$ cat src/rtl/ascon_bdi_packer_pkg.sv
// Shared Ascon datapath configuration: core word width and segment type codes.
package ascon_bdi_packer_pkg;

    localparam int CCW   = 32;
    localparam int CCWD8 = CCW / 8;

    localparam logic [3:0] D_NULL  = 4'h0;
    localparam logic [3:0] D_NONCE = 4'h1;
    localparam logic [3:0] D_AD    = 4'h2;
    localparam logic [3:0] D_MSG   = 4'h4;
    localparam logic [3:0] D_TAG   = 4'h8;

endpackage

$ cat src/rtl/ascon_bdi_packer.sv
// Packs a byte stream into CCW-bit words for the Ascon core, one cycle from the completing byte to bdi.
// Input stalls only while a finished word waits for a busy output register, or for one flush cycle on a type change.
module ascon_bdi_packer #(
    parameter int CCW = ascon_bdi_packer_pkg::CCW
) (
    input  logic                 clk,
    input  logic                 rst,
    input  logic [7:0]           s_data,
    input  logic                 s_valid,
    output logic                 s_ready,
    input  logic [3:0]           s_type,
    input  logic                 s_eot,
    input  logic                 s_eoi,
    input  logic                 s_empty,
    output logic [CCW-1:0]       bdi,
    output logic [CCW/8-1:0]     bdi_valid,
    input  logic                 bdi_ready,
    output logic [3:0]           bdi_type,
    output logic                 bdi_eot,
    output logic                 bdi_eoi
);
    import ascon_bdi_packer_pkg::*;

    localparam int CCWD8 = CCW / 8;
    localparam int CW    = $clog2(CCWD8 + 1);

    typedef enum logic [1:0] {ST_EMPTY, ST_FILL, ST_STALL} state_t;

    state_t           r_state;
    logic [CCW-1:0]   r_a_data, r_o_data, w_n_data;
    logic [CW-1:0]    r_a_cnt, w_n_cnt;
    logic [3:0]       r_a_type, r_o_type, w_n_type;
    logic             r_a_eot, r_a_eoi, w_n_eot, w_n_eoi;
    logic             r_o_eot, r_o_eoi;
    logic [CCWD8-1:0] r_o_mask;
    logic             r_eoi_pend;
    logic             w_o_free, w_type_mis, w_acc, w_done;

    function automatic logic [CCWD8-1:0] fill_mask(input logic [CW-1:0] cnt);
        fill_mask = '0;
        for (int k = 0; k < CCWD8; k++) fill_mask[k] = (CW'(k) < cnt);
    endfunction

    assign w_o_free   = (r_o_mask == '0) || bdi_ready;
    // A data beat of a new type must wait one cycle while the partial word is pushed out.
    assign w_type_mis = s_valid && !s_empty && (r_state == ST_FILL) && (s_type != r_a_type);
    assign s_ready    = !rst && (r_state != ST_STALL) && !w_type_mis;
    assign w_acc      = s_valid && s_ready;

    always_comb begin
        w_n_data = r_a_data;
        w_n_cnt  = r_a_cnt;
        w_n_type = r_a_type;
        w_n_eot  = r_a_eot;
        w_n_eoi  = r_a_eoi;
        w_done   = 1'b0;
        if (r_state == ST_STALL || w_type_mis) begin
            w_done = 1'b1;
        end else if (w_acc && !s_empty) begin
            for (int k = 0; k < CCWD8; k++) begin
                if (CW'(k) == r_a_cnt) w_n_data[8*k +: 8] = s_data;
            end
            w_n_cnt  = r_a_cnt + 1'b1;
            w_n_type = s_type;
            w_n_eot  = s_eot;
            w_n_eoi  = s_eoi;
            w_done   = (w_n_cnt == CW'(CCWD8)) || s_eot || s_eoi;
        end else if (w_acc && (r_a_cnt != '0) && (s_eot || s_eoi)) begin
            w_n_eot = r_a_eot | s_eot;
            w_n_eoi = r_a_eoi | s_eoi;
            w_done  = 1'b1;
        end
    end

    assign bdi       = r_o_data;
    assign bdi_valid = r_o_mask;
    assign bdi_type  = r_o_type;
    assign bdi_eot   = r_o_eot;
    assign bdi_eoi   = (r_o_mask != '0) ? r_o_eoi : r_eoi_pend;

    always_ff @(posedge clk) begin
        if (rst) begin
            r_state    <= ST_EMPTY;
            r_a_data   <= '0;
            r_a_cnt    <= '0;
            r_a_type   <= D_NULL;
            r_a_eot    <= 1'b0;
            r_a_eoi    <= 1'b0;
            r_o_data   <= '0;
            r_o_mask   <= '0;
            r_o_type   <= D_NULL;
            r_o_eot    <= 1'b0;
            r_o_eoi    <= 1'b0;
            r_eoi_pend <= 1'b0;
        end else begin
            if (w_done && w_o_free) begin
                r_o_data <= w_n_data;
                r_o_mask <= fill_mask(w_n_cnt);
                r_o_type <= w_n_type;
                r_o_eot  <= w_n_eot;
                r_o_eoi  <= w_n_eoi;
                r_a_data <= '0;
                r_a_cnt  <= '0;
                r_a_type <= D_NULL;
                r_a_eot  <= 1'b0;
                r_a_eoi  <= 1'b0;
                r_state  <= ST_EMPTY;
            end else begin
                r_a_data <= w_n_data;
                r_a_cnt  <= w_n_cnt;
                r_a_type <= w_n_type;
                r_a_eot  <= w_n_eot;
                r_a_eoi  <= w_n_eoi;
                r_state  <= w_done ? ST_STALL : ((w_n_cnt != '0) ? ST_FILL : ST_EMPTY);
                if (bdi_ready) begin
                    r_o_data <= '0;
                    r_o_mask <= '0;
                    r_o_type <= D_NULL;
                    r_o_eot  <= 1'b0;
                    r_o_eoi  <= 1'b0;
                end
            end
            // A bare end-of-input marker is held until real data follows.
            if (w_acc && !s_empty)
                r_eoi_pend <= 1'b0;
            else if (w_acc && s_empty && s_eoi && (r_a_cnt == '0))
                r_eoi_pend <= 1'b1;
        end
    end

endmodule

$ cat config.mk
export PLATFORM = sky130hd
export DESIGN_NAME = ascon_bdi_packer
export DESIGN_NICKNAME = d
export VERILOG_FILES = /design/src/rtl/ascon_bdi_packer_pkg.sv /design/src/rtl/ascon_bdi_packer.sv
export SDC_FILE = /design/constraint.sdc
export NUM_CORES = 1
export LEC_CHECK = 0
export BUFFER_PORTS_ARGS = -buffer_cell sky130_fd_sc_hd__buf_4
export CAP_MARGIN = 5
export CORE_MARGIN = 2
export CORE_UTILIZATION = 54
export CTS_CLUSTER_SIZE = 28
export DETAILED_ROUTE_END_ITERATION = 8
export GPL_ROUTABILITY_DRIVEN = 1
export PLACE_DENSITY_LB_ADDON = 0.2
export SYNTH_ARGS = -nofsm -noshare
export SYNTH_HDL_FRONTEND = slang
export SYNTH_SLANG_ARGS = --single-unit
$ cat constraint.sdc
create_clock -name clk -period 2.65 [get_ports clk]
set_clock_uncertainty 0.1 [all_clocks]
set_input_delay 0.3975 -clock clk [delete_from_list [all_inputs] [get_ports clk]]
set_output_delay 0.3975 -clock clk [all_outputs]
set_load 0.02 [all_outputs]
==> flow_metrics.tcl, run 1 <==
set metrics [dict create \
    outcome "finished clean" \
    wire_per_inst_um 14.9 \
    rrSetupSlack_ns 0.23 \
    relSlewSlack 0.504 \
    powerDensity_nw_per_um2 647 \
    intPower_w 0.00192 \
    synthAdderAreaFrac 0.0198 \
    p_comb_frac 0.076 \
    track_usage 0.215 \
    design.final.nets 373 \
    holdWs_ns 0.204 \
    clockPowerShare 0.401 \
    synth_compound_area_frac 0.145 \
    wl_um 6370 \
    core_area_um2 5570 \
    path_max_fanout 34 \
    cts.sinks 86 \
    gr-max-usage-layer "met2" \
    die_w_um 80.5 \
    cts_hold_buf 0 \
    met2_usage 0.311 \
    crit_family "simple AND/OR/NAND/NOR gates" \
    synth_top_family_by_area "compound AO/OA/AOI/OAI gates" \
    vias 2295 \
    syn_inst 287 \
    drive_gt1_frac 0.251 \
    cp-startpoint "r_a_cnt[0]" \
    antenna_found_initial 0 \
    synth_edf_count 0 \
    grt_use_met1 0.300 \
    gp_congestion 0.816 \
    viasPerCell 5.39 \
    grt_max_degree 39 \
    syn_avg_cell_area_um2 11.0 \
    dp_hpwl_um 4330 \
    hold_violations 0 \
    synth_cell_type_count 35 \
    ant_nets 0 \
    cp-start-kind "flop" \
    utilization 0.696 \
    critical-path-max-stage-delay_ns 0.46 \
    syn-cell-area_um2 3160 \
    critPathSlowestCell "dfxtp_1" \
    crit_buf_inv 2 \
    rsz0062_at_grt "no" \
    n_antenna_cell 0 \
    insertion_delay_ns 0.35 \
    peakVddDrop_v 0.000477 \
    critPathCaptureType "flop" \
    dieArea_um2 6480 \
    endpoint "r_a_cnt[1]" \
    drt_iter0_drc 100 \
    swShare 0.237 \
    grtUsageMet3 0.0697 \
    cts_setup_buffers 0 \
    drcViolationCount 0 \
    crit_chain "inv_1, ha_1, nor2b_1, nand2_1, o311a_1, o22a_1, or2_1, buf_4, nor2_1" \
    yosysWarnings 0 \
    cts.clk_slew.worst_paths_ns 0.08 \
    row_count 27 \
    fmaxAchievable_mhz 414 \
    maxSlewViolCount 0 \
    reg2reg_from "r_a_cnt[0]" \
    dr.pass1.iters 4 \
    setup_viol 0 \
    drv_cap 0 \
    setup_tns_ns 0 \
    setup_ws_ns 0.233 \
    syn2layout_area_growth_pct 22.7 \
    finalCritPeriodShare 0.912 \
    synth_xor_area_frac 0.0139 \
    worstMarginPinSlew_ns 0.738 \
    die_y_um 80.5 \
    cts-resized-gates 0 \
    synth-simple-area-share 0.114 \
    arrival_ns 2.54 \
    grt_pass1_vias 2124 \
    crit_type "flop to flop" \
    root_buffer "clkbuf_8" \
    reg2regPathDepth 9 \
    ys_seq_elements 86 \
    start_util 0.567 \
    period_needed_ns 2.42 \
    path_depth 9 \
    io_pins 62 \
    htree_levels 3 \
    syn-num-nets 311 \
    ys_seq_area_frac 0.545 \
    ys.flop_type "dfxtp_1" \
    grt_pass1_wl_um 10400 \
    async_flop_share 0 \
    clockBufferDepth 2 \
    io_buffers 61 \
    cts_tree "done" \
    preCtsSetupSlack_ns 0.262 \
    reg2reg_to "r_a_cnt[1]" \
    hold_class "input port to flop" \
    p_switching_w 0.000594 \
    seq_power_share 0.524 \
    overflow 0 \
    crit_required_ns 2.78 \
    power.total_w 0.00251 \
    cts_made_buffers 9 \
    p_leak_nw 1.74 \
    nFillCells 458 \
    synth_mux_area_frac 0.121 \
]
worst register-to-register path: cells and delay by family, from the launching register on:
family	cells	cell delay, ns
flops	1	0.46
buf+inv	2	0.47
fa+ha+maj	1	0.20
compound gates	2	0.51
simple gates	4	0.57
cell type report:
class / instances / area [um^2] / share of cell area
flip-flops and latches: 86 / 1720 / 0.444
multi-input cells: 180 / 1310 / 0.338
repair buffers: 67 / 515 / 0.133
clock buffers: 10 / 128 / 0.0329
clock inverters: 6 / 92.6 / 0.0239
well taps: 72 / 90.1 / 0.0232
inverters: 5 / 18.8 / 0.00484
cell usage in the layout (no fill, tap or decap), types with 3 or more instances in the layout:
cell type and count:
o21ai_1 3, xor2_1 4, nor2b_1 6, mux2i_1 37, nand2_1 6, buf_4 66
ha_1 5, o2bb2ai_1 38, a21oi_1 5, dfxtp_1 86, inv_1 5, clkbuf_8 9
nor2_1 50
power groups by stage:
| stage | clock network, W | registers [W] | logic [W] |
|---|---|---|---|
| detailed placement | 0 | 0.00134 | 0.000190 |
| global route | 0.00108 | 0.00132 | 0.000207 |
| finish | 0.00101 | 0.00131 | 0.000190 |
| global placement | 0 | 0.00134 | 0.000188 |
| floorplan | 0 | 0.00135 | 0.000124 |
| CTS | 0.00102 | 0.00131 | 0.000191 |
state kept, by name, indices dropped and copies added (netlist names), 2 cells and up:
signal / cells
bdi: 32
r_a_cnt: 3
r_a_data: 32
r_a_type: 4
r_state: 2
bdi_type: 4
bdi_valid: 4
metrics by stage:
step	cells	cell area, um^2
final	426	3880
after global routing	426	3880
after CTS	426	3880
after detailed placement	410	3660
after global placement	410	3660
after floorplan	287	3160
routing by layer:
layer,share of wire,vias to the layer above
met3,0.050,10
li1,-,1139
met4,0.013,0
met5,0,-
met2,0.43,50
met1,0.50,1096
worst min path at each step:
| stage | cells after the start | from | slack, ns | to |
|---|---|---|---|---|
| after detailed placement | 1 | bdi[1] | 0.35 | bdi[1] |
| after global routing | 2 | rst | 0.20 | bdi_valid[1] |
| after CTS | 2 | rst | 0.19 | bdi_valid[1] |
| after global placement | 1 | bdi[1] | 0.35 | bdi[1] |
| final | 2 | rst | 0.20 | bdi_valid[1] |
| after floorplan | 1 | r_o_eoi | 0.33 | r_o_eoi |
kinds of logic after synthesis:
| logic type | Yosys count |
|---|---|
| flip-flops | 86 |
| multiplexers | 38 |
| buffers and inverters | 21 |
| AO/OA/AOI/OAI | 56 |
| AND/OR/NAND/NOR | 76 |
| XOR/XNOR | 5 |
| adder cells (fa/ha/maj) | 5 |
synth_stat cells (5+ instances only):
master | count | area share
o2bb2ai_1 | 38 | 0.11
inv_1 | 5 | 0.0059
ha_1 | 5 | 0.020
buf_2 | 7 | 0.011
nor2b_1 | 6 | 0.012
dfxtp_1 | 86 | 0.54
nor2_1 | 50 | 0.059
a21oi_1 | 5 | 0.0079
mux2i_1 | 37 | 0.12
nand2_1 | 6 | 0.0071
Note: power is estimated with default switching activity, not from simulation.
==> inputs of run 2 (changes only) <==
- CORE_ASPECT_RATIO: unset -> 0.8
- PLACE_DENSITY: unset -> 0.87
- PLACE_DENSITY_LB_ADDON: 0.2 -> unset
==> flow_metrics.tcl, run 2 (synthesis results as in run 1) <==
set metrics [dict create \
    outcome "finished clean" \
    start_util 0.569 \
    worstMarginPinSlew_ns 0.764 \
    ant_nets 0 \
    drcViolationCount 0 \
    maxSlewViolCount 0 \
    io_buffers 61 \
    io_pins 62 \
    arrival_ns 2.51 \
    crit_required_ns 2.78 \
    cts.clk_slew.worst_paths_ns 0.08 \
    final_cell_mix "dfxtp_1 (86), buf_4 (67), nor2_1 (50)" \
    cts-resized-gates 0 \
    setup_tns_ns 0 \
    cp-startpoint "r_a_cnt[0]" \
    finalCritPeriodShare 0.899 \
    design.final.nets 373 \
    root_buffer "clkbuf_8" \
    core_area_um2 5560 \
    grt_pass1_wl_um 10800 \
    overflow 0 \
    cts.sinks 86 \
    cts_hold_buf 0 \
    track_usage 0.220 \
    clockBufferDepth 2 \
    htree_levels 3 \
    preCtsSetupSlack_ns 0.276 \
    viasPerCell 5.29 \
    antenna_found_initial 0 \
    p_leak_nw 1.76 \
    n_antenna_cell 0 \
    die_y_um 72.4 \
    period_needed_ns 2.38 \
    wire_per_inst_um 15.2 \
    final_common_cell "dfxtp_1" \
    syn2layout_area_growth_pct 24.1 \
    stdcell_count 432 \
    reg2reg_from "r_a_cnt[0]" \
    placed_cells 416 \
    setup_viol 0 \
    powerDensity_nw_per_um2 687 \
    rsz0062_at_grt "no" \
    row_count 24 \
    cts_tree "done" \
    hold_class "input port to flop" \
    critPathCaptureType "flop" \
    reg2regPathDepth 9 \
    drv_cap 0 \
    fmaxAchievable_mhz 420 \
    cts_setup_buffers 0 \
    gp_congestion 0.847 \
    wl_um 6550 \
    drt_iter0_drc 121 \
    peakVddDrop_v 0.000468 \
    dp_hpwl_um 4540 \
    rrSetupSlack_ns 0.27 \
    drive_gt1_frac 0.251 \
    hold_violations 0 \
    setup_ws_ns 0.267 \
    dieArea_um2 6480 \
    utilization 0.706 \
    holdWs_ns 0.187 \
    crit_type "flop to flop" \
    die_w_um 89.5 \
    cts_made_buffers 9 \
    grt_max_degree 43 \
    reg2reg_to "r_a_type[0]" \
    vias 2285 \
    insertion_delay_ns 0.35 \
    dr.pass1.iters 5 \
    cp-start-kind "flop" \
    path_max_fanout 42 \
    endpoint "r_a_type[0]" \
    relSlewSlack 0.488 \
    grt_pass1_vias 2232 \
]
[run 2: where the power goes]
group          switching, W  internal, W
Clock              0.000447     0.000751
Combinational      0.000117    0.0000677
Sequential       0.00000824      0.00131
Total              0.000572      0.00212
[run 2: worst max-delay path: stages, from the launching register on]
cell     delay [ns]
dfxtp_1        0.46
inv_1          0.12
ha_1           0.20
nor2b_1        0.16
nand2_1        0.12
o311a_1        0.23
o22a_1         0.25
or2_1          0.13
buf_4          0.37
nor2_1         0.11
[run 2: per-layer routing]
layer,share of wire,wire length [um],global-route usage,vias to the layer above
met2,0.45,2940,0.323,63
met1,0.47,3070,0.303,1067
li1,-,-,-,1143
met3,0.061,402,0.0626,12
met5,0,0,0,-
met4,0.021,135,0.0962,0
[run 2: layout make-up]
cell class	count	area (um^2)
sequential	86	1720
fill	404	1630
multi-input combinational	180	1310
timing repair buffer	67	503
clock buffer	11	141
clock inverter	5	129
tap	78	97.6
inverter	5	18.8
[run 2: stage by stage]
step / area (um^2) / total power [W]
after floorplan: 3160 / 0.00147
after global placement: 3650 / 0.00153
after detailed placement: 3650 / 0.00153
after CTS: 3920 / 0.00272
after global routing: 3920 / 0.00279
final: 3920 / 0.00270
[run 2: worst min-delay path by stage]
stage | from | endpoint | slack, ns | depth (start not counted)
floorplan | r_o_eoi | r_o_eoi | 0.33 | 1
global placement | bdi[7] | bdi[7] | 0.35 | 1
detailed placement | bdi[9] | bdi[9] | 0.35 | 1
CTS | rst | bdi_valid[1] | 0.18 | 2
global route | rst | bdi_valid[1] | 0.19 | 2
finish | rst | bdi_valid[1] | 0.19 | 2
